`src/rtl/bb_core_pkg.sv`:
```
// Shared encodings for the bb_core processor: opcodes, memory actions, FSM states
// and instruction field positions as functions of the data width.
package bb_core_pkg;

  localparam logic [3:0] OP_NOP  = 4'h0;
  localparam logic [3:0] OP_LDI  = 4'h1;
  localparam logic [3:0] OP_LD   = 4'h2;
  localparam logic [3:0] OP_ST   = 4'h3;
  localparam logic [3:0] OP_ADD  = 4'h4;
  localparam logic [3:0] OP_SUB  = 4'h5;
  localparam logic [3:0] OP_AND  = 4'h6;
  localparam logic [3:0] OP_OR   = 4'h7;
  localparam logic [3:0] OP_XOR  = 4'h8;
  localparam logic [3:0] OP_JMP  = 4'h9;
  localparam logic [3:0] OP_BZ   = 4'hA;
  localparam logic [3:0] OP_HALT = 4'hF;

  localparam logic [1:0] ACT_IDLE = 2'b00;
  localparam logic [1:0] ACT_RD   = 2'b01;
  localparam logic [1:0] ACT_WR   = 2'b10;

  typedef enum logic [1:0] {FETCH, EXEC, MEM, HALTED} state_t;

  function automatic int op_lsb(input int w);
    return w - 4;
  endfunction

  function automatic int rd_lsb(input int w);
    return w - 7;
  endfunction

  function automatic int rs_lsb(input int w);
    return w - 10;
  endfunction

  function automatic int imm_msb(input int w);
    return w - 8;
  endfunction

endpackage

```
`src/rtl/bb_regfile.sv`:
```
// Eight-entry register file: two combinational read ports, one write port,
// write takes effect on the rising edge; asynchronous reset clears all entries.
module bb_regfile #(
  parameter int DATA_WIDTH = 16
) (
  input  logic                  clk,
  input  logic                  rst,
  input  logic [2:0]            ra_addr,
  output logic [DATA_WIDTH-1:0] ra_data,
  input  logic [2:0]            rb_addr,
  output logic [DATA_WIDTH-1:0] rb_data,
  input  logic                  wr_en,
  input  logic [2:0]            wr_addr,
  input  logic [DATA_WIDTH-1:0] wr_data
);

  logic [DATA_WIDTH-1:0] regs [8];

  always_ff @(posedge clk or posedge rst) begin
    if (rst) begin
      for (int i = 0; i < 8; i++) regs[i] <= '0;
    end else if (wr_en) begin
      regs[wr_addr] <= wr_data;
    end
  end

  assign ra_data = regs[ra_addr];
  assign rb_data = regs[rb_addr];

endmodule

```
`src/rtl/bb_core_hs.sv`:
```
// Multi-cycle fetch/execute core with one memory port; 2 cycles per instruction, 3 for LD/ST.
// Requests are held stable until i_ready=1, each low i_ready cycle adds one cycle.
module bb_core_hs
  import bb_core_pkg::*;
#(
  parameter int                    DATA_WIDTH = 16,
  parameter int                    ADDR_WIDTH = 16,
  parameter logic [ADDR_WIDTH-1:0] RESET_PC   = '0
) (
  input  logic                  clk,
  input  logic                  rst,
  input  logic [DATA_WIDTH-1:0] i_data,
  input  logic                  i_ready,
  output logic [1:0]            o_action,
  output logic [ADDR_WIDTH-1:0] o_addr,
  output logic [DATA_WIDTH-1:0] o_data,
  output logic [ADDR_WIDTH-1:0] o_pc,
  output logic                  o_halted,
  output logic                  o_illegal
);

  localparam int OP_LSB  = op_lsb(DATA_WIDTH);
  localparam int RD_LSB  = rd_lsb(DATA_WIDTH);
  localparam int RS_LSB  = rs_lsb(DATA_WIDTH);
  localparam int IMM_MSB = imm_msb(DATA_WIDTH);

  state_t                state, state_nxt;
  logic [ADDR_WIDTH-1:0] pc, pc_nxt;
  logic [DATA_WIDTH-1:0] ir;
  logic                  ir_load, illegal, set_illegal;
  logic [3:0]            op;
  logic [2:0]            rd, rs;
  logic [DATA_WIDTH-1:0] imm, rd_val, rs_val, alu, wr_data;
  logic                  wr_en;
  logic [ADDR_WIDTH-1:0] rs_addr;
  logic [1:0]            action;
  logic [ADDR_WIDTH-1:0] addr;
  logic [DATA_WIDTH-1:0] data;
  logic                  halted;

  assign op      = ir[OP_LSB +: 4];
  assign rd      = ir[RD_LSB +: 3];
  assign rs      = ir[RS_LSB +: 3];
  assign imm     = DATA_WIDTH'(ir[IMM_MSB:0]);
  assign rs_addr = ADDR_WIDTH'(rs_val);

  bb_regfile #(.DATA_WIDTH(DATA_WIDTH)) u_regfile (
    .clk     (clk),
    .rst     (rst),
    .ra_addr (rd),
    .ra_data (rd_val),
    .rb_addr (rs),
    .rb_data (rs_val),
    .wr_en   (wr_en),
    .wr_addr (rd),
    .wr_data (wr_data)
  );

  always_comb begin
    alu = '0;
    case (op)
      OP_ADD:  alu = rd_val + rs_val;
      OP_SUB:  alu = rd_val - rs_val;
      OP_AND:  alu = rd_val & rs_val;
      OP_OR:   alu = rd_val | rs_val;
      OP_XOR:  alu = rd_val ^ rs_val;
      default: alu = '0;
    endcase
  end

  always_comb begin
    state_nxt   = state;
    pc_nxt      = pc;
    ir_load     = 1'b0;
    wr_en       = 1'b0;
    wr_data     = '0;
    set_illegal = 1'b0;
    action      = ACT_IDLE;
    addr        = '0;
    data        = '0;
    halted      = 1'b0;
    case (state)
      FETCH: begin
        action = ACT_RD;
        addr   = pc;
        if (i_ready) begin
          ir_load   = 1'b1;
          pc_nxt    = pc + ADDR_WIDTH'(1);
          state_nxt = EXEC;
        end
      end
      EXEC: begin
        state_nxt = FETCH;
        case (op)
          OP_NOP: ;
          OP_LDI: begin
            wr_en   = 1'b1;
            wr_data = imm;
          end
          OP_ADD, OP_SUB, OP_AND, OP_OR, OP_XOR: begin
            wr_en   = 1'b1;
            wr_data = alu;
          end
          // pc already points past this instruction; a taken jump replaces it
          OP_JMP: pc_nxt = rs_addr;
          OP_BZ:  if (rd_val == '0) pc_nxt = rs_addr;
          OP_LD, OP_ST: state_nxt = MEM;
          OP_HALT: state_nxt = HALTED;
          default: set_illegal = 1'b1;
        endcase
      end
      MEM: begin
        addr = rs_addr;
        if (op == OP_ST) begin
          action = ACT_WR;
          data   = rd_val;
        end else begin
          action = ACT_RD;
        end
        if (i_ready) begin
          wr_en     = (op == OP_LD);
          wr_data   = i_data;
          state_nxt = FETCH;
        end
      end
      HALTED: halted = 1'b1;
      default: state_nxt = FETCH;
    endcase
  end

  always_ff @(posedge clk or posedge rst) begin
    if (rst) begin
      state   <= FETCH;
      pc      <= RESET_PC;
      ir      <= '0;
      illegal <= 1'b0;
    end else begin
      state <= state_nxt;
      pc    <= pc_nxt;
      if (ir_load) ir <= i_data;
      if (set_illegal) illegal <= 1'b1;
    end
  end

  // reset drops the bus request immediately, even though state resets to FETCH
  assign o_action  = rst ? ACT_IDLE : action;
  assign o_addr    = rst ? '0 : addr;
  assign o_data    = rst ? '0 : data;
  assign o_pc      = pc;
  assign o_halted  = halted;
  assign o_illegal = illegal;

endmodule

```
`config.mk`:
```
export PLATFORM = sky130hd
export DESIGN_NAME = bb_core_hs
export DESIGN_NICKNAME = d
export VERILOG_FILES = /design/src/rtl/bb_core_pkg.sv /design/src/rtl/bb_regfile.sv /design/src/rtl/bb_core_hs.sv
export SDC_FILE = /design/constraint.sdc
export NUM_CORES = 1
export LEC_CHECK = 0
export CORE_ASPECT_RATIO = 0.7
export CORE_MARGIN = 2
export CORE_UTILIZATION = 52
export CTS_BUF_LIST = sky130_fd_sc_hd__clkbuf_4
export DETAILED_ROUTE_END_ITERATION = 8
export PLACE_DENSITY = 0.76
export REMOVE_ABC_BUFFERS = 1
export SLEW_MARGIN = 10
export SYNTH_ARGS = -nofsm -noshare
export SYNTH_HDL_FRONTEND = slang
export SYNTH_HIERARCHICAL = 1
export SYNTH_SLANG_ARGS = --single-unit
```
`constraint.sdc`:
```
create_clock -name clk -period 11.2 [get_ports clk]
set_input_delay 2.24 -clock clk [delete_from_list [all_inputs] [get_ports clk]]
set_output_delay 2.24 -clock clk [all_outputs]
set_load 0.02 [all_outputs]
```
==> out/results.md, run 1 <==
| Group | Quantity | Reported |
|---|---|---|
| cts | Cells resized by post-CTS repair | 0 |
| floorplanning | Full die area | 23200 um^2 |
| floorplanning | Placeable core region | 21600 um^2 |
| placement | Detail Placement HPWL | 21100 um |
| worst hold path | Class of the tightest hold or removal check | flip-flop to flip-flop |
| detailed routing | Amount of wire on met3 after detailed routing | 2660 um |
| sta | Final Hold Fails | 0 |
| cts | Number of sinks handled by clock tree synthesis | 163 |
| worst setup path | Delay-heaviest family, CP | buffers and inverters |
| detailed routing | Number of search-and-repair iterations in the first detailed-routing pass | 7 |
| worst setup path | Critical Path, Cell by Cell | clkdlybuf4s50_1 > nor2b_1 > a22o_2 > clkdlybuf4s50_1 |
| detailed routing | Via-per-instance ratio | 6.43 |
| synth | Asr flop ratio synth | 100% |
| sta | Final setup skew | 0.0272 ns |
| cells and area | Non-filler cells, final | 1297 |
| detailed routing | Average wire per standard cell | 23.3 um |
| worst setup path | Kind of end point of the critical path | output pin |
| sta | Setup_tns | 0 ns |
| power and ir drop | Total power per unit cell area | 174 nW/um^2 |
| grt | Total gr overflow | 0 |
| synth | Post-synth EDFFs | 0 |
| synth | Most numerous cell in the Yosys netlist | sky130_fd_sc_hd__mux2_2 |
| synth | Synthesis Warnings | 6 |
| cts | Clk_lat worst skew | 0.60 ns |
| floorplanning | Die height | 128 um |
| worst setup path | Critical Path Fanout Max | 17 |
| detailed routing | Violation count after the first detailed-route iteration | 780 |
| worst setup path | Buffering stage count on the worst path with inverters included | 2 |
| detailed routing | Uppermost signal routing layer after detailed routing | met4 |
| synth | Post-synth top area cell | sky130_fd_sc_hd__dfrtp_1 |
| detailed routing | Met2 WL | 13500 um |
| synth | Cell count after synthesis | 952 |
| run status | Result of the run | finished, final reports clean |
| synth | Top cells by area, synth | sky130_fd_sc_hd__dfrtp_1, sky130_fd_sc_hd__mux2_2, sky130_fd_sc_hd__mux4_1, sky130_fd_sc_hd__ha_1, sky130_fd_sc_hd__mux4_2 |
| sta | Final worst path period share | 60.3% |
| sta | Worst hold margin | 0.506 ns |
| cts | TritonCTS clock tree | done |
| cts | Post-CTS setup buffer count | 0 |
| cells and area | Relative area change from synthesis to final layout | 9.87% |
| floorplanning | Chip Width | 181 um |
| grt | Via count of the first global-routing pass | 8336 |
| floorplanning | Initial Util | 52.8% |
| worst setup path | CP most frequent cell | sky130_fd_sc_hd__clkdlybuf4s50_1 |
| grt | First-pass GRT wire length | 47600 um |
| cells and area | Fraction of layout instances using a drive strength above 1 | 26.4% |
| sta | FMAX | 148 MHz |
| synth | Post-synthesis sequential element count | 163 |
| worst setup path | Slowest cell on the critical path | sky130_fd_sc_hd__nor2b_1 |
| sta | Final setup viols | 0 |
| cts | Htree depth | 4 |
| sta | Slew at the pin closest to its max-slew limit | 1.18 ns |
| placement | PortBufs | 70 |
| cells and area | Final-layout fill cell count | 1815 |
| grt | Number of antenna violations at the first check in global routing | 1 |
| synth | Most frequent cells after synthesis | sky130_fd_sc_hd__mux2_2, sky130_fd_sc_hd__dfrtp_1, sky130_fd_sc_hd__ha_1 |
| worst setup path | Critical path data required time | 8.96 ns |
| detailed routing | DRC viols | 0 |
| worst setup path | Critical path startpoint category | input port |
| placement | Final weighted congestion of routability-driven global placement | 0.943 |
| worst setup path | Largest incremental delay on the critical path | 0.91 ns |
| run | Count of max-cap constraint violations | 0 |
| grt | Total global-route track usage | 27.1% |
| cts | # hold bufs at CTS | 0 |
| floorplanning | Number of placed I/O pins | 71 |
| power and ir drop | Worst VDD drop | 0.102 mV |
| sta | RSZ-0062 raised after global routing | no |
| floorplanning | Number of core rows | 45 |
| cts | CTS clk-pin slew, worst paths | 0.15 ns |
| grt | Maximum number of pins on one net before global-route repair | 80 |
| cells and area | Layout net count | 1076 |
| detailed routing | Vias post-DR | 8338 |
| sta | Worst relative slew slack | 20.7% |
| synth | Leading register cell type out of synthesis | sky130_fd_sc_hd__dfrtp_1 |
| cts | Maximum number of buffers from clock root to sink | 2 |
| cells and area | Count of antenna diodes in the layout | 0 |
| worst setup path | Critical path class | input port to output pin |
| detailed routing | Drt total wl | 30300 um |
| cts | Clock root buffer master | sky130_fd_sc_hd__clkbuf_4 |
| cts | CTS buffer count | 17 |
| detailed routing | Count of nets left with antenna violations after detail routing | 0 |
| synth | Synth top area share | 35.7% |
| sta | Crit path time final | 6.75 ns |
| synth | Post-synthesis cell type count | 76 |
| synth | Synthesized area divided by synthesized cell count | 12.0 um^2 |
| synth | Cell area after synthesis | 11400 um^2 |
| placement | Placed instance count | 1266 |
| worst setup path | Worst EP arrival | 4.51 ns |
| power and ir drop | Leakage power of the design | 5.74 nW |
| detailed routing | Post-route met1 wirelength | 13500 um |
| synth | Sequential fraction of the synthesis area | 35.7% |
| sta | Max-slew violations | 0 |
## where the power goes
part	total (mW)	internal [mW]	switching, mW
Sequential	0.770	0.650	0.120
Clock	0.343	0.136	0.208
Combinational	1.07	0.458	0.617
Total	2.19	1.24	0.944
## sequential cells by signal, summed over array words and instances (netlist names)
name and flops:
o_pc 16, ir 16, o_illegal 1, u_regfile/regs 128, state 2
## routing by layer
metal | up-vias | GRT usage [%]
li1 | 3712 | -
met5 | - | 0
met2 | 365 | 41.4
met4 | 0 | 9.18
met3 | 42 | 6.96
met1 | 4219 | 38.0
## kinds of logic (layout without fill, tap and decap cells)
| family | count (synthesis) | count (layout) | share of synthesized area, % |
|---|---|---|---|
| DFF | 163 | 163 | 35.7 |
| muxes | 244 | 244 | 31.9 |
| and+or+nand+nor | 185 | 185 | 8.99 |
| adders and majority gates | 54 | 54 | 5.98 |
| xor gates and xnor gates | 28 | 28 | 2.21 |
| buffers and inverters | 103 | 166 | 5.03 |
| AOI/OAI and AO/OA | 175 | 175 | 10.2 |
## path summary, 6_finish.rpt
| path | startpoint | endpoint | slack [ns] | cells past startpoint |
|---|---|---|---|---|
| min in group asynchronous | rst | o_illegal | 2.17 | 3 |
| hold reg to reg | o_illegal | o_illegal | 0.51 | 1 |
| setup reg to reg | ir[8] | u_regfile/regs[78] | 5.34 | 17 |
| max in group asynchronous | rst | u_regfile/regs[115] | 7.62 | 3 |
| hold / removal | o_illegal | o_illegal | 0.51 | 1 |
| setup / recovery | rst | o_addr[6] | 4.45 | 4 |
## per-stage QoR
stage | power [mW] | setup slack (ns) | area, um^2 | utilization [%]
2_1_floorplan | 1.46 | 4.16 | 11000 | -
3_3_place_gp | 1.82 | 4.53 | 12300 | 56.8
3_5_place_dp | 1.83 | 4.49 | 12300 | 56.8
4_1_cts | 2.18 | 4.49 | 12500 | 58.0
5_1_grt | 2.30 | 4.27 | 12500 | 58.0
6_report | 2.19 | 4.45 | 12500 | 58.0
## final cells by class
type	count	area, um^2	area share, %
timing repair buffer	91	858	6.84
clock inverter	11	114	0.908
multi-input combinational	686	6820	54.4
tap	282	353	2.81
sequential	163	4080	32.5
inverter	44	168	1.34
clock buffer	20	150	1.20
## cell usage in the layout (no fill, tap or decap), types with 4 or more instances in the layout
master                            instances
sky130_fd_sc_hd__ha_1                    53
sky130_fd_sc_hd__nor4_1                   5
sky130_fd_sc_hd__a22oi_1                 13
sky130_fd_sc_hd__nand4_1                  5
sky130_fd_sc_hd__dfrtp_1                161
sky130_fd_sc_hd__nor3_1                  12
sky130_fd_sc_hd__clkdlybuf4s50_1         70
sky130_fd_sc_hd__nand2_1                 40
sky130_fd_sc_hd__o21ai_0                 10
sky130_fd_sc_hd__nor2b_1                 10
sky130_fd_sc_hd__mux2_2                 167
sky130_fd_sc_hd__mux2_1                  10
sky130_fd_sc_hd__and2_1                  21
sky130_fd_sc_hd__o21a_1                   4
sky130_fd_sc_hd__mux4_1                  46
sky130_fd_sc_hd__a21oi_1                 39
sky130_fd_sc_hd__xnor2_1                 20
sky130_fd_sc_hd__o211ai_1                 6
sky130_fd_sc_hd__buf_4                   21
sky130_fd_sc_hd__o21ai_1                 35
sky130_fd_sc_hd__xor2_1                   7
sky130_fd_sc_hd__inv_1                   41
sky130_fd_sc_hd__clkbuf_4                20
sky130_fd_sc_hd__mux4_2                  18
sky130_fd_sc_hd__a22o_1                  20
sky130_fd_sc_hd__nand3_1                 12
sky130_fd_sc_hd__o22ai_1                  8
sky130_fd_sc_hd__a221oi_1                 8
sky130_fd_sc_hd__a31oi_1                 10
sky130_fd_sc_hd__nor2_1                  44
(Power assumes the default switching activity.)
==> run 2, diff against run 1 <==
PLACE_DENSITY = 0.79   (was 0.76)
clock period = 5.6 ns   (was 11.2 ns; I/O delays follow)
==> out/results.md, run 2 (synthesis results as in run 1) <==
| Group | Quantity | Reported | Delta |
|---|---|---|---|
| run status | Result of the run | finished, final reports clean |  |
| detailed routing | Vias post-DR | 8608 | +3.2% |
| cts | TritonCTS clock tree | done |  |
| cts | CTS buffer count | 17 | unchanged |
| cells and area | Commonest cells after routing, fill and taps aside | sky130_fd_sc_hd__mux2_2, sky130_fd_sc_hd__dfrtp_1, sky130_fd_sc_hd__clkdlybuf4s50_1 |  |
| cells and area | Fraction of layout instances using a drive strength above 1 | 27.4% | +0.97 points |
| sta | Final setup viols | 0 | unchanged |
| cts | Htree depth | 4 | unchanged |
| sta | RSZ-0062 raised after global routing | no |  |
| grt | Total gr overflow | 0 | unchanged |
| grt | Via count of the first global-routing pass | 8392 | +0.67% |
| detailed routing | Number of search-and-repair iterations in the first detailed-routing pass | 6 | -1 |
| detailed routing | Via-per-instance ratio | 6.60 | +2.6% |
| cells and area | Layout net count | 1083 | +0.65% |
| worst setup path | Critical path startpoint category | flip-flop |  |
| sta | Final worst path period share | 95.2% |  |
| sta | Worst hold margin | 0.493 ns | -0.0126 ns |
| cts | Maximum number of buffers from clock root to sink | 2 | unchanged |
| worst hold path | Class of the tightest hold or removal check | flip-flop to flip-flop |  |
| sta | Worst relative slew slack | 16.3% | -4.4 points |
| sta | Max-slew violations | 0 | unchanged |
| power and ir drop | Worst VDD drop | 0.384 mV | +270% |
| placement | Cell area reported after detailed placement | 12300 um^2 | +0.43% |
| cells and area | Area of the multi-input gates | 6820 um^2 | about the same |
| sta | Setup_tns | 0 ns | unchanged |
| power and ir drop | Leakage power of the design | 5.76 nW | +0.39% |
| detailed routing | Count of nets left with antenna violations after detail routing | 0 | unchanged |
| sta | Crit path time final | 5.33 ns |  |
| run | Count of max-cap constraint violations | 0 | unchanged |
| sta | FMAX | 188 MHz |  |
| floorplanning | Placeable core region | 21600 um^2 | unchanged |
| sta | Slew at the pin closest to its max-slew limit | 1.25 ns | +0.0686 ns |
| grt | First-pass GRT wire length | 50700 um | +6.3% |
| floorplanning | Chip Width | 181 um | unchanged |
| placement | PortBufs | 70 | unchanged |
| sta | Final setup skew | 0.0312 ns | +0.00400 ns |
| grt | Total global-route track usage | 29.1% | +2.0 points |
| cts | Clock root buffer master | sky130_fd_sc_hd__clkbuf_4 |  |
| cells and area | Relative area change from synthesis to final layout | 10.2% |  |
| floorplanning | Initial Util | 52.8% | unchanged |
| floorplanning | Number of core rows | 45 | unchanged |
| detailed routing | Average wire per standard cell | 25.1 um | +7.4% |
| cells and area | Count of antenna diodes in the layout | 0 | unchanged |
| cts | Number of sinks handled by clock tree synthesis | 163 | unchanged |
| cells and area | Top register by number of flip-flops | u_regfile/regs |  |
| detailed routing | DRC viols | 0 | unchanged |
| sta | Final Hold Fails | 0 | unchanged |
| cells and area | Area of all placed cells without fillers | 12600 um^2 | +0.34% |
| cts | # hold bufs at CTS | 0 | unchanged |
| worst setup path | Critical path data required time | 6.15 ns | -2.81 ns |
| worst setup path | Worst EP arrival | 5.89 ns | +1.38 ns |
| cts | Clk_lat worst skew | 0.62 ns | +0.02 ns |
| cells and area | Max FFs per register | 128 | unchanged |
| cells and area | Final-layout fill cell count | 1777 | -2.1% |
| worst setup path | Critical Path Fanout Max | 13 | -4 |
| worst setup path | Kind of end point of the critical path | flip-flop |  |
| grt | Maximum number of pins on one net before global-route repair | 76 | -5.0% |
| detailed routing | Drt total wl | 32700 um | +8.1% |
| power and ir drop | Total power per unit cell area | 351 nW/um^2 | +100% |
| detailed routing | Violation count after the first detailed-route iteration | 892 | +14% |
| cts | CTS clk-pin slew, worst paths | 0.14 ns | about the same |
| placement | Final weighted congestion of routability-driven global placement | 0.980 | +3.9% |
| floorplanning | Full die area | 23200 um^2 | unchanged |
| worst hold path | Hold path depth | 1 | unchanged |
| floorplanning | Number of placed I/O pins | 71 | unchanged |
| cells and area | Most common cell after layout, fill and taps aside | sky130_fd_sc_hd__mux2_2 |  |
| floorplanning | Die height | 128 um | unchanged |
| worst setup path | Critical path class | flip-flop to flip-flop |  |
| grt | Number of antenna violations at the first check in global routing | 1 | unchanged |
| cts | Cells resized by post-CTS repair | 0 | unchanged |
| cells and area | Register cell area after layout | 4080 um^2 | about the same |
| placement | Detail Placement HPWL | 23300 um | +11% |
| cts | Post-CTS setup buffer count | 0 | unchanged |
| worst setup path | R2r worst-path depth | 16 | -1 |
==> run 2: critical path, cell delays in order, from the launching register on <==
cell and delay, ns:
sky130_fd_sc_hd__dfrtp_2 0.52, sky130_fd_sc_hd__buf_4 0.30, sky130_fd_sc_hd__mux4_1 0.60, sky130_fd_sc_hd__mux2_2 0.37, sky130_fd_sc_hd__inv_1 0.15, sky130_fd_sc_hd__ha_1 0.22
sky130_fd_sc_hd__nand2_1 0.09, sky130_fd_sc_hd__nor4_1 0.28, sky130_fd_sc_hd__nor2_1 0.09, sky130_fd_sc_hd__xnor2_1 0.17, sky130_fd_sc_hd__ha_1 0.23, sky130_fd_sc_hd__or4_1 0.40
sky130_fd_sc_hd__o21ai_1 0.57, sky130_fd_sc_hd__o21ai_0 0.28, sky130_fd_sc_hd__xnor2_1 0.20, sky130_fd_sc_hd__o21ai_1 0.52, sky130_fd_sc_hd__mux2_2 0.27
==> run 2: worst paths after layout <==
| path | from | end | slack [ns] |
|---|---|---|---|
| hold / removal | o_illegal | o_illegal | 0.49 |
| setup reg to reg | ir[8] | u_regfile/regs[89] | 0.27 |
| setup / recovery | ir[8] | u_regfile/regs[89] | 0.27 |
| min in group asynchronous | rst | state[0] | 0.94 |
| max in group asynchronous | rst | u_regfile/regs[69] | 3.45 |
| hold reg to reg | o_illegal | o_illegal | 0.49 |
==> run 2: area by class of cell <==
cell class / count / share of cell area, %
multi-input cells: 686 / 54.2
clock buffers: 20 / 1.19
clock inverters: 12 / 0.775
well taps: 282 / 2.80
flip-flops and latches: 163 / 32.4
inverters: 44 / 1.33
repair buffers: 98 / 7.24
==> run 2: power by group <==
part           switching, mW  total (mW)  leakage, nW  internal, mW
clock                  0.466       0.664        0.127         0.198
sequential             0.327        1.63         2.20          1.30
combinational           1.19        2.13         3.43         0.935
total                   1.98        4.42         5.76          2.43
==> run 2: routing by layer <==
layer,track usage [%],part of all wire (%),vias to the layer above
li1,-,-,3737
met1,41.7,43,4322
met2,42.5,43,478
met3,8.64,11,69
met4,9.47,2.7,2
met5,0,0.037,-
==> run 2: per-stage QoR <==
stage | cells | setup slack, ns | power [mW] | util, %
after floorplan | 893 | 0.519 | 2.92 | -
after global placement | 1273 | 0.443 | 3.67 | 57.0
after detailed placement | 1273 | 0.373 | 3.71 | 57.0
after CTS | 1305 | 0.355 | 4.37 | 58.2
after global routing | 1305 | 0.0792 | 4.63 | 58.2
final | 1305 | 0.267 | 4.42 | 58.2
